==> src/rtl/rv_pkg.sv <==
`default_nettype none
// ============================================================================
// Module      : rv_pkg
// Description : Shared RV32/RV64 opcodes, writeback codes and ID/EX control.
// Revision    : 1.0 - initial release
// ============================================================================
package rv_pkg;

    localparam logic [6:0] OP_R     = 7'b0110011;
    localparam logic [6:0] OP_I     = 7'b0010011;
    localparam logic [6:0] OP_L     = 7'b0000011;
    localparam logic [6:0] OP_S     = 7'b0100011;
    localparam logic [6:0] OP_B     = 7'b1100011;
    localparam logic [6:0] OP_LUI   = 7'b0110111;
    localparam logic [6:0] OP_AUIPC = 7'b0010111;
    localparam logic [6:0] OP_JAL   = 7'b1101111;
    localparam logic [6:0] OP_JALR  = 7'b1100111;

    localparam logic [1:0] WB_ALU = 2'd0;
    localparam logic [1:0] WB_MEM = 2'd1;
    localparam logic [1:0] WB_PC  = 2'd3;

    localparam logic [31:0] NOP_INSTR = 32'h0000_0013;

    typedef struct packed {
        logic       op1_src;
        logic       op2_src;
        logic       mem_read;
        logic       mem_write;
        logic [1:0] wb_src;
        logic       reg_we;
        logic       illegal;
    } idex_ctrl_t;

    // Control word of a bubble; matches the decode of the canonical NOP.
    localparam idex_ctrl_t CTRL_BUBBLE = '{
        op1_src:   1'b0,
        op2_src:   1'b1,
        mem_read:  1'b0,
        mem_write: 1'b0,
        wb_src:    WB_ALU,
        reg_we:    1'b0,
        illegal:   1'b0
    };

endpackage
`default_nettype wire

==> src/rtl/decode_stage_imm_gen.sv <==
`default_nettype none
// ============================================================================
// Module      : imm_gen
// Description : Combinational immediate extraction, sign-extended to XLEN.
// Revision    : 1.0 - initial release
// ============================================================================
module imm_gen
    import rv_pkg::*;
#(
    parameter int XLEN = 32
) (
    input  logic [31:0]     instr,
    output logic [XLEN-1:0] imm
);

    logic [31:0] w_imm32;

    always_comb begin
        w_imm32 = {{20{instr[31]}}, instr[31:20]};
        case (instr[6:0])
            OP_S:             w_imm32 = {{20{instr[31]}}, instr[31:25], instr[11:7]};
            OP_B:             w_imm32 = {{19{instr[31]}}, instr[31], instr[7],
                                         instr[30:25], instr[11:8], 1'b0};
            OP_LUI, OP_AUIPC: w_imm32 = {instr[31:12], 12'b0};
            OP_JAL:           w_imm32 = {{11{instr[31]}}, instr[31], instr[19:12],
                                         instr[20], instr[30:21], 1'b0};
            default:          w_imm32 = {{20{instr[31]}}, instr[31:20]};
        endcase
    end

    assign imm = XLEN'($signed(w_imm32));

endmodule
`default_nettype wire

==> src/rtl/decode_stage.sv <==
`default_nettype none
// ============================================================================
// Module      : decode_stage
// Description : Instruction decode, operand forwarding, load-use detection
//               and the valid-tagged ID/EX pipeline register.
// Revision    : 1.0 - initial release
// ============================================================================
module decode_stage
    import rv_pkg::*;
#(
    parameter int XLEN    = 32,
    parameter int FWD_EN  = 1,
    parameter int MEXT_EN = 1
) (
    input  logic            clk,
    input  logic            rst,
    input  logic            id_valid,
    input  logic [31:0]     id_instr,
    input  logic [XLEN-1:0] id_pc,
    input  logic [XLEN-1:0] rf_rs1_data,
    input  logic [XLEN-1:0] rf_rs2_data,
    input  logic            ex_stall,
    input  logic            flush,
    input  logic            mem_valid,
    input  logic            mem_reg_we,
    input  logic [4:0]      mem_rd,
    input  logic [XLEN-1:0] mem_result,
    input  logic            wb_valid,
    input  logic            wb_reg_we,
    input  logic [4:0]      wb_rd,
    input  logic [XLEN-1:0] wb_result,
    output logic            id_stall,
    output logic            ex_valid,
    output logic [31:0]     ex_instr,
    output logic [XLEN-1:0] ex_pc,
    output logic [XLEN-1:0] ex_imm,
    output logic [4:0]      ex_rs1_addr,
    output logic [4:0]      ex_rs2_addr,
    output logic [XLEN-1:0] ex_rs1_data,
    output logic [XLEN-1:0] ex_rs2_data,
    output logic            ex_op1_src,
    output logic            ex_op2_src,
    output logic            ex_mem_read,
    output logic            ex_mem_write,
    output logic [1:0]      ex_wb_src,
    output logic            ex_reg_we,
    output logic [4:0]      ex_rd,
    output logic            ex_illegal
);

    logic [6:0]      w_opcode;
    logic [2:0]      w_funct3;
    logic [6:0]      w_funct7;
    logic [4:0]      w_rd;
    logic [4:0]      w_rs1_addr;
    logic [4:0]      w_rs2_addr;
    logic [XLEN-1:0] w_imm;
    logic [XLEN-1:0] w_rs1_data;
    logic [XLEN-1:0] w_rs2_data;
    logic            w_uses_rs2;
    logic            w_legal;
    logic            w_load_use;
    logic            w_bubble;
    idex_ctrl_t      w_ctrl;

    logic            r_valid;
    logic [31:0]     r_instr;
    logic [XLEN-1:0] r_pc;
    logic [XLEN-1:0] r_imm;
    logic [4:0]      r_rs1_addr;
    logic [4:0]      r_rs2_addr;
    logic [XLEN-1:0] r_rs1_data;
    logic [XLEN-1:0] r_rs2_data;
    logic [4:0]      r_rd;
    idex_ctrl_t      r_ctrl;

    assign w_opcode   = id_instr[6:0];
    assign w_rd       = id_instr[11:7];
    assign w_funct3   = id_instr[14:12];
    assign w_funct7   = id_instr[31:25];
    assign w_rs2_addr = id_instr[24:20];

    imm_gen #(
        .XLEN (XLEN)
    ) u_imm_gen (
        .instr (id_instr),
        .imm   (w_imm)
    );

    always_comb begin
        w_ctrl         = CTRL_BUBBLE;
        w_ctrl.op2_src = (w_opcode != OP_R);
        w_legal        = 1'b1;
        w_uses_rs2     = 1'b0;
        w_rs1_addr     = id_instr[19:15];
        case (w_opcode)
            OP_R: begin
                w_uses_rs2    = 1'b1;
                w_ctrl.reg_we = 1'b1;
                if (w_funct7 == 7'b0000000)
                    w_legal = 1'b1;
                else if (w_funct7 == 7'b0100000)
                    w_legal = (w_funct3 == 3'b000) || (w_funct3 == 3'b101);
                else if (w_funct7 == 7'b0000001)
                    w_legal = (MEXT_EN != 0);
                else
                    w_legal = 1'b0;
            end
            OP_I: begin
                w_ctrl.reg_we = 1'b1;
                // RV64 shift amounts take bit 25, so only funct6 is checked there.
                if (w_funct3 == 3'b001)
                    w_legal = (XLEN == 64) ? (id_instr[31:26] == 6'b000000)
                                           : (w_funct7 == 7'b0000000);
                else if (w_funct3 == 3'b101)
                    w_legal = (XLEN == 64)
                        ? ((id_instr[31:26] == 6'b000000) || (id_instr[31:26] == 6'b010000))
                        : ((w_funct7 == 7'b0000000) || (w_funct7 == 7'b0100000));
            end
            OP_L: begin
                w_ctrl.reg_we   = 1'b1;
                w_ctrl.mem_read = 1'b1;
                w_ctrl.wb_src   = WB_MEM;
                case (w_funct3)
                    3'b000, 3'b001, 3'b010, 3'b100, 3'b101: w_legal = 1'b1;
                    3'b011, 3'b110:                         w_legal = (XLEN == 64);
                    default:                                w_legal = 1'b0;
                endcase
            end
            OP_S: begin
                w_uses_rs2       = 1'b1;
                w_ctrl.mem_write = 1'b1;
                case (w_funct3)
                    3'b000, 3'b001, 3'b010: w_legal = 1'b1;
                    3'b011:                 w_legal = (XLEN == 64);
                    default:                w_legal = 1'b0;
                endcase
            end
            OP_B: begin
                w_uses_rs2     = 1'b1;
                w_ctrl.op1_src = 1'b1;
                w_legal        = (w_funct3 != 3'b010) && (w_funct3 != 3'b011);
            end
            OP_LUI: begin
                w_ctrl.reg_we = 1'b1;
                w_rs1_addr    = 5'd0;
            end
            OP_AUIPC: begin
                w_ctrl.reg_we  = 1'b1;
                w_ctrl.op1_src = 1'b1;
            end
            OP_JAL: begin
                w_ctrl.reg_we  = 1'b1;
                w_ctrl.op1_src = 1'b1;
                w_ctrl.wb_src  = WB_PC;
            end
            OP_JALR: begin
                w_ctrl.reg_we = 1'b1;
                w_ctrl.wb_src = WB_PC;
                w_legal       = (w_funct3 == 3'b000);
            end
            default: w_legal = 1'b0;
        endcase
        // An illegal instruction travels as valid but with no side effects.
        if (!w_legal) begin
            w_ctrl.reg_we    = 1'b0;
            w_ctrl.mem_read  = 1'b0;
            w_ctrl.mem_write = 1'b0;
            w_ctrl.illegal   = 1'b1;
        end
        if (w_rd == 5'd0)
            w_ctrl.reg_we = 1'b0;
    end

    if (FWD_EN != 0) begin : g_fwd
        always_comb begin
            w_rs1_data = rf_rs1_data;
            if (w_rs1_addr == 5'd0)
                w_rs1_data = '0;
            else if (mem_valid && mem_reg_we && (mem_rd == w_rs1_addr))
                w_rs1_data = mem_result;
            else if (wb_valid && wb_reg_we && (wb_rd == w_rs1_addr))
                w_rs1_data = wb_result;
        end
        always_comb begin
            w_rs2_data = rf_rs2_data;
            if (w_rs2_addr == 5'd0)
                w_rs2_data = '0;
            else if (mem_valid && mem_reg_we && (mem_rd == w_rs2_addr))
                w_rs2_data = mem_result;
            else if (wb_valid && wb_reg_we && (wb_rd == w_rs2_addr))
                w_rs2_data = wb_result;
        end
    end else begin : g_nofwd
        assign w_rs1_data = rf_rs1_data;
        assign w_rs2_data = rf_rs2_data;
    end

    assign w_load_use = id_valid && r_valid && r_ctrl.mem_read && (r_rd != 5'd0) &&
                        ((r_rd == w_rs1_addr) || ((r_rd == w_rs2_addr) && w_uses_rs2));
    assign id_stall   = w_load_use;

    // A bubble replaces ID/EX unless EX is stalled; flush overrides the stall.
    assign w_bubble = flush || (!ex_stall && (w_load_use || !id_valid));

    always_ff @(posedge clk or posedge rst) begin
        if (rst) begin
            r_valid    <= 1'b0;
            r_instr    <= NOP_INSTR;
            r_pc       <= '0;
            r_imm      <= '0;
            r_rs1_addr <= 5'd0;
            r_rs2_addr <= 5'd0;
            r_rs1_data <= '0;
            r_rs2_data <= '0;
            r_rd       <= 5'd0;
            r_ctrl     <= CTRL_BUBBLE;
        end else if (w_bubble) begin
            r_valid    <= 1'b0;
            r_instr    <= NOP_INSTR;
            r_imm      <= '0;
            r_rs1_addr <= 5'd0;
            r_rs2_addr <= 5'd0;
            r_rs1_data <= '0;
            r_rs2_data <= '0;
            r_rd       <= 5'd0;
            r_ctrl     <= CTRL_BUBBLE;
        end else if (!ex_stall) begin
            r_valid    <= 1'b1;
            r_instr    <= id_instr;
            r_pc       <= id_pc;
            r_imm      <= w_imm;
            r_rs1_addr <= w_rs1_addr;
            r_rs2_addr <= w_rs2_addr;
            r_rs1_data <= w_rs1_data;
            r_rs2_data <= w_rs2_data;
            r_rd       <= w_rd;
            r_ctrl     <= w_ctrl;
        end
    end

    assign ex_valid     = r_valid;
    assign ex_instr     = r_instr;
    assign ex_pc        = r_pc;
    assign ex_imm       = r_imm;
    assign ex_rs1_addr  = r_rs1_addr;
    assign ex_rs2_addr  = r_rs2_addr;
    assign ex_rs1_data  = r_rs1_data;
    assign ex_rs2_data  = r_rs2_data;
    assign ex_op1_src   = r_ctrl.op1_src;
    assign ex_op2_src   = r_ctrl.op2_src;
    assign ex_mem_read  = r_ctrl.mem_read;
    assign ex_mem_write = r_ctrl.mem_write;
    assign ex_wb_src    = r_ctrl.wb_src;
    assign ex_reg_we    = r_ctrl.reg_we;
    assign ex_rd        = r_rd;
    assign ex_illegal   = r_ctrl.illegal && r_valid;

endmodule
`default_nettype wire
==> config.mk <==
export PLATFORM = sky130hd
export DESIGN_NAME = decode_stage
export DESIGN_NICKNAME = d
export VERILOG_FILES = /design/src/rtl/rv_pkg.sv /design/src/rtl/decode_stage_imm_gen.sv /design/src/rtl/decode_stage.sv
export SDC_FILE = /design/constraint.sdc
export NUM_CORES = 1
export LEC_CHECK = 0
export ABC_CLOCK_PERIOD_IN_PS = 14900
export CELL_PAD_IN_SITES_DETAIL_PLACEMENT = 0
export CELL_PAD_IN_SITES_GLOBAL_PLACEMENT = 1
export CORE_UTILIZATION = 33
export CTS_BUF_LIST = sky130_fd_sc_hd__clkbuf_4 sky130_fd_sc_hd__clkbuf_8 sky130_fd_sc_hd__clkbuf_16
export CTS_CLUSTER_DIAMETER = 80
export CTS_CLUSTER_SIZE = 20
export DETAILED_ROUTE_END_ITERATION = 8
export PLACE_DENSITY_LB_ADDON = 0.12
export SETUP_SLACK_MARGIN = 0.05
export SLEW_MARGIN = 30
export SYNTH_ARGS = -nofsm -noshare
export SYNTH_HDL_FRONTEND = slang
export SYNTH_SLANG_ARGS = --single-unit
==> constraint.sdc <==
create_clock -name clk -period 14.9 [get_ports clk]
set_input_delay 2.235 -clock clk [delete_from_list [all_inputs] [get_ports clk]]
set_output_delay 2.235 -clock clk [all_outputs]
set_load 0.01 [all_outputs]
==> results of run 1 <==
==> power breakdown <==
group,switching [mW],internal [mW],leakage [nW]
sequential,0.0169,0.497,2.31
clock,0.235,0.233,0.302
combinational,0.103,0.131,3.26
total,0.356,0.860,5.88
==> logic make-up (layout without fill, tap and decap cells) <==
group,after synthesis,after routing,synth area share [%]
AO/OA/AOI/OAI,275,275,21.6
AND/OR/NAND/NOR,274,274,13.5
flip-flops,173,173,49.8
buffers and inverters,99,446,5.64
multiplexers,64,64,7.36
XOR/XNOR,21,21,2.11
==> critical path: stages <==
cell and delay, ns:
clkdlybuf4s50_1 0.65, nor2b_1 0.25, a2111oi_0 0.59, a2bb2oi_1 0.15, a21o_1 0.25, nor3b_1 0.21, o21a_1 0.17, clkdlybuf4s50_1 0.54
==> per-stage QoR <==
step	power (mW)	instance area, um^2	hold WS, ns
floorplan	0.612	8700	0.442
global placement	0.757	12700	0.456
detailed placement	0.758	12800	0.461
CTS	1.23	13400	0.484
global route	1.27	13400	0.501
finish	1.22	13400	0.478
==> cell type report <==
class,count,area share (%)
flip-flops and latches,173,32.3
repair buffers,406,30.3
multi-input cells,634,29.2
clock buffers,17,3.17
well taps,335,3.12
clock inverters,15,1.54
inverters,8,0.317
==> how the worst min path moves through the flow <==
stage	endpoint	slack [ns]
finish	ex_pc[5]	0.48
CTS	ex_pc[28]	0.48
global placement	ex_pc[20]	0.46
detailed placement	ex_pc[28]	0.46
global route	ex_pc[12]	0.50
floorplan	r_ctrl[0]	0.44
==> sequential cells by signal (all words and copies together) (netlist names), 2 cells and up <==
name,cells
ex_rs2_data,32
ex_rs1_addr,5
ex_pc,32
ex_instr,32
ex_imm,31
ex_wb_src,2
ex_rs1_data,32
==> layout by cell type, fill, tap and decap left out, types with 2 or more instances in the layout <==
cell / instances
and3_1: 7
nand2_1: 143
inv_12: 3
inv_1: 7
mux2i_1: 64
nand2b_1: 3
nor2b_1: 4
buf_4: 9
o41ai_1: 2
nand4_1: 3
a21oi_1: 98
a22o_1: 100
nand3_1: 4
xnor2_1: 17
nor3_1: 4
a32o_1: 5
nor4_1: 2
and2_1: 3
clkdlybuf4s50_1: 395
nor4bb_1: 4
xor2_1: 4
o21ai_0: 31
a21o_1: 2
clkbuf_16: 17
a21boi_0: 2
a31oi_1: 5
a2111oi_0: 2
dfstp_2: 4
o21ai_1: 8
o32ai_1: 2
dfrtp_1: 169
o22a_1: 3
o32a_1: 3
inv_6: 4
nor2_1: 86
clkinv_8: 8
==> per-layer routing <==
layer | up-vias | global-route usage [%] | part of all wire, %
li1 | 3866 | - | -
met4 | 0 | 6.34 | 1.6
met1 | 4003 | 29.6 | 42
met3 | 26 | 6.48 | 7.6
met5 | - | 0 | 0
met2 | 299 | 37.5 | 49
==> flow_metrics.env, run 1 <==
export IMPL_place_ws_ns=7.67
export IMPL_r2r_end="ex_imm[5]"
export IMPL_post_cts_repair_setup_buffers=0
export IMPL_yosys_warnings=0
export IMPL_grtUsageTotal_pct=22.9
export IMPL_hold_violations=0
export IMPL_synthArstFlopShare_pct=100
export IMPL_dpl_hpwl_mm=22.1
export IMPL_drtIter0Drc=582
export IMPL_max_freq_mhz=137
export IMPL_synth_area_top_cells="dfrtp_1 (49%), a22o_1 (10%), mux2i_1 (7.4%), nand2_1 (6.2%), a21oi_1 (5.7%)"
export IMPL_drt_pass1_iterations=7
export IMPL_yosysMostFrequentCell="dfrtp_1"
export IMPL_synth_edff_count=0
export IMPL_startpoint_type="input pin"
export IMPL_cts_buffer_depth=2
export IMPL_grt_pass1_vias=7914
export IMPL_dieArea_um2=27000
export IMPL_crit_start="id_instr[16]"
export IMPL_setup_worst_path_class="in -> out"
export IMPL_cts_made_buffers=17
export IMPL_h_tree_depth=4
export IMPL_vdd_drop_max_mv=0.0628
export IMPL_antenna_found_initial=0
export IMPL_maxCapViolCount=0
export IMPL_endpoint="id_stall"
export IMPL_diodes=0
export IMPL_gp_congestion=0.815
export IMPL_dp_cells=1555
export IMPL_grt_setup_unrepaired="false"
export IMPL_drt_wirelength_per_cell_um=19.7
export IMPL_core_um2=26000
export IMPL_setup_viol=0
export IMPL_clk_latency_ns=0.44
export IMPL_stdcell_count=1588
export IMPL_io_pins=396
export IMPL_worst_pin_slew_ns=0.895
export IMPL_fp_row_count=59
export IMPL_register_area_um2=4330
export IMPL_grt_ovfl_total=0
export IMPL_cts_repair_resized=0
export IMPL_power_density_nw_per_um2=90.6
export IMPL_antenna_left=0
export IMPL_fin_worst_skew_ns=0.0224
export IMPL_fin_util_pct=51.6
export IMPL_cp_max_fo=12
export IMPL_slew_headroom_pct=39.5
export IMPL_hold_buffers=0
export IMPL_clockRootBuffer="clkbuf_16"
export IMPL_hold_class="reg -> reg"
export IMPL_nets=1451
export IMPL_dieHeight_um=164
export IMPL_end_kind="primary output"
export IMPL_synth_common_cells="dfrtp_1 (169), nand2_1 (143), a22o_1 (100)"
export IMPL_synthesis_nets=1117
export IMPL_min_delay_start="ex_pc[5]"
export IMPL_num_vias=8194
export IMPL_area_growth_syn_to_layout_pct=54.2
export IMPL_r2r_slack_ns=11.67
export IMPL_clkSinkCount=173
export IMPL_min_path_cells=2
export IMPL_route_detailed_drc=0
export IMPL_leakagePower_nw=5.88
export IMPL_synthFlopType="dfrtp_1"
export IMPL_ys_seq_area_share_pct=49.8
export IMPL_syn_area_per_cell_um2=9.60
export IMPL_cts_tree="done"
export IMPL_rr_worst_depth=8
export IMPL_grt_max_degree=110
export IMPL_critical_path_arrival_ns=5.07
export IMPL_layout_worst_path_cycle_share_pct=49.0
export IMPL_syn_area_um2=8700
export IMPL_synth_top_area_share_pct=48.6
export IMPL_required_ns=12.66
export IMPL_multi_input_area_um2=3920
export IMPL_syn_inst=906
export IMPL_status="complete, no violations"
export IMPL_port_buffers=395
export IMPL_wl_mm=31.4
export IMPL_grt_pass1_wl_mm=47.1
export IMPL_r2r_start="ex_instr[10]"
export IMPL_initial_core_util_pct=33.5
export IMPL_yosys_area_top_type="dfrtp_1"
export IMPL_num_fill_cells=2476
export IMPL_ys_ff_latch=173
export IMPL_ys_types=54
export IMPL_chipWidth_um=164
export IMPL_clk_pin_slew_ns=0.09
export IMPL_finalWorstSetupSlack_ns=7.60
export IMPL_drive_gt1_share_pct=4.63
export IMPL_viasPerCell=5.16
export IMPL_slew_violations=0
export IMPL_finalSetupTns_ns=0
export IMPL_min_period_ns=7.30
No activity file was read; power rests on OpenSTA's default activity.
==> inputs of run 2 (changes only) <==
ABC_CLOCK_PERIOD_IN_PS = 7500   (was 14900)
CORE_UTILIZATION = 31   (was 33)
clock period = 7.5 ns   (was 14.9 ns; I/O delays follow)
==> run 2 against run 1 <==
Register-to-register slack got worse by 7.5 ns. Via count shrank 1.7%. Critical path depth unchanged. Critical path type unchanged.
==> flow_metrics.env, run 2 (synthesis gave the netlist of run 1 again) <==
export IMPL_hold_class="reg -> reg"
export IMPL_drt_wirelength_per_cell_um=19.6
export IMPL_antenna_left=0
export IMPL_r2r_end="ex_imm[7]"
export IMPL_clk_pin_slew_ns=0.07
export IMPL_grt_setup_unrepaired="false"
export IMPL_crit_buf_inv=2
export IMPL_cp_max_fo=11
export IMPL_clkSinkCount=173
export IMPL_nets=1453
export IMPL_cts_made_buffers=17
export IMPL_drtIter0Drc=459
export IMPL_power_density_nw_per_um2=178
export IMPL_chipWidth_um=170
export IMPL_post_cts_repair_setup_buffers=0
export IMPL_startpoint_type="input pin"
export IMPL_status="complete, no violations"
export IMPL_clk_latency_ns=0.44
export IMPL_maxCapViolCount=0
export IMPL_hold_buffers=0
export IMPL_worst_pin_slew_ns=0.878
export IMPL_vdd_drop_max_mv=0.120
export IMPL_slowest_stage="clkdlybuf4s50_1"
export IMPL_crit_start="id_instr[6]"
export IMPL_dpl_hpwl_mm=22.7
export IMPL_max_freq_mhz=199
export IMPL_cts_tree="done"
export IMPL_core_um2=27300
export IMPL_finalSetupTns_ns=0
export IMPL_leakagePower_nw=5.88
export IMPL_clockRootBuffer="clkbuf_16"
export IMPL_min_period_ns=5.03
export IMPL_grt_pass1_wl_mm=48.9
export IMPL_layout_worst_path_cycle_share_pct=67.1
export IMPL_crit_family="buffers and inverters"
export IMPL_r2r_start="ex_instr[10]"
export IMPL_area_growth_syn_to_layout_pct=54.8
export IMPL_hold_violations=0
export IMPL_antenna_found_initial=1
export IMPL_h_tree_depth=4
export IMPL_num_vias=8052
export IMPL_wl_mm=32.0
export IMPL_grtUsageTotal_pct=22.5
export IMPL_slew_headroom_pct=41.2
export IMPL_slew_violations=0
export IMPL_drt_pass1_iterations=5
export IMPL_route_detailed_drc=0
export IMPL_finalWorstSetupSlack_ns=2.47
export IMPL_setup_worst_path_class="in -> out"
export IMPL_grt_pass1_vias=8009
export IMPL_path_cells="clkdlybuf4s50_1 > and4bb_1 > a21boi_0 > nand3_1 > a21o_1 > nor3b_1 > o21a_1 > clkdlybuf4s50_1"
export IMPL_dieHeight_um=170
export IMPL_place_ws_ns=2.50
export IMPL_port_buffers=395
export IMPL_critical_path_arrival_ns=3.91
export IMPL_initial_core_util_pct=31.9
export IMPL_setup_viol=0
export IMPL_cts_repair_resized=0
export IMPL_cts_buffer_depth=2
export IMPL_r2r_slack_ns=4.21
export IMPL_cp_num_cells=8
export IMPL_endpoint="id_stall"
export IMPL_final_common_cell="clkdlybuf4s50_1"
export IMPL_fp_row_count=60
export IMPL_gp_congestion=0.822
export IMPL_fin_worst_skew_ns=0.0153
export IMPL_mostFrequentLayoutCells="clkdlybuf4s50_1 (395), dfrtp_1 (169), nand2_1 (143)"
export IMPL_whs_ns=0.475
export IMPL_finalPower_mw=2.40
export IMPL_drive_gt1_share_pct=4.78
export IMPL_slowest_delay_ns=0.71
export IMPL_rr_worst_depth=8
export IMPL_grt_max_degree=92
export IMPL_end_kind="primary output"
export IMPL_required_ns=6.38
export IMPL_io_pins=396
export IMPL_grt_ovfl_total=0
export IMPL_viasPerCell=4.95
export IMPL_cpMostUsedCell="clkdlybuf4s50_1"
export IMPL_dieArea_um2=28700
run 2: how the worst min path moves through the flow:
stage | start | to | depth (start not counted)
6_report | ex_pc[14] | ex_pc[14] | 2
5_1_grt | ex_pc[23] | ex_pc[23] | 2
4_1_cts | ex_pc[14] | ex_pc[14] | 2
3_5_place_dp | ex_pc[14] | ex_pc[14] | 2
3_3_place_gp | ex_pc[14] | ex_pc[14] | 2
2_1_floorplan | r_ctrl[0] | r_ctrl[0] | 2
run 2: report_power, final:
part	switching [mW]	internal, mW	total [mW]
Combinational	0.208	0.260	0.468
Sequential	0.0334	0.988	1.02
Clock	0.458	0.456	0.914
run 2: area by class of cell:
| type | count | area [um^2] |
|---|---|---|
| clock buffer | 17 | 425 |
| tap | 372 | 465 |
| timing repair buffer | 408 | 4090 |
| fill | 2596 | 13800 |
| inverter | 8 | 35.0 |
| sequential | 173 | 4330 |
| multi-input combinational | 634 | 3920 |
| clock inverter | 15 | 191 |
| antenna | 1 | 2.50 |
run 2: metal layers:
layer	share of wire [%]	track usage (%)	wire length, um	vias up
li1	-	-	-	3877
met1	43	28.4	13600	3872
met2	49	37.5	15500	284
met3	7.8	6.86	2480	19
met4	1.1	5.21	365	0
met5	0	0	0	-
run 2: worst reg2reg max path, stage by stage, from the launching register on:
cell and delay (ns):
dfrtp_1 0.54, nor2b_1 0.08, a2111oi_0 0.52, a2bb2oi_1 0.14, a21o_1 0.25, o21ai_4 0.51, buf_4 0.61, nor2_1 0.29
a22o_1 0.24
run 2: through the flow:
step	cell area (um^2)	utilization, %	std cells
3_5_place_dp	12800	47.1	1594
3_3_place_gp	12800	46.9	1593
5_1_grt	13500	49.4	1628
4_1_cts	13400	49.3	1626
2_1_floorplan	8700	-	906
6_report	13500	49.4	1628
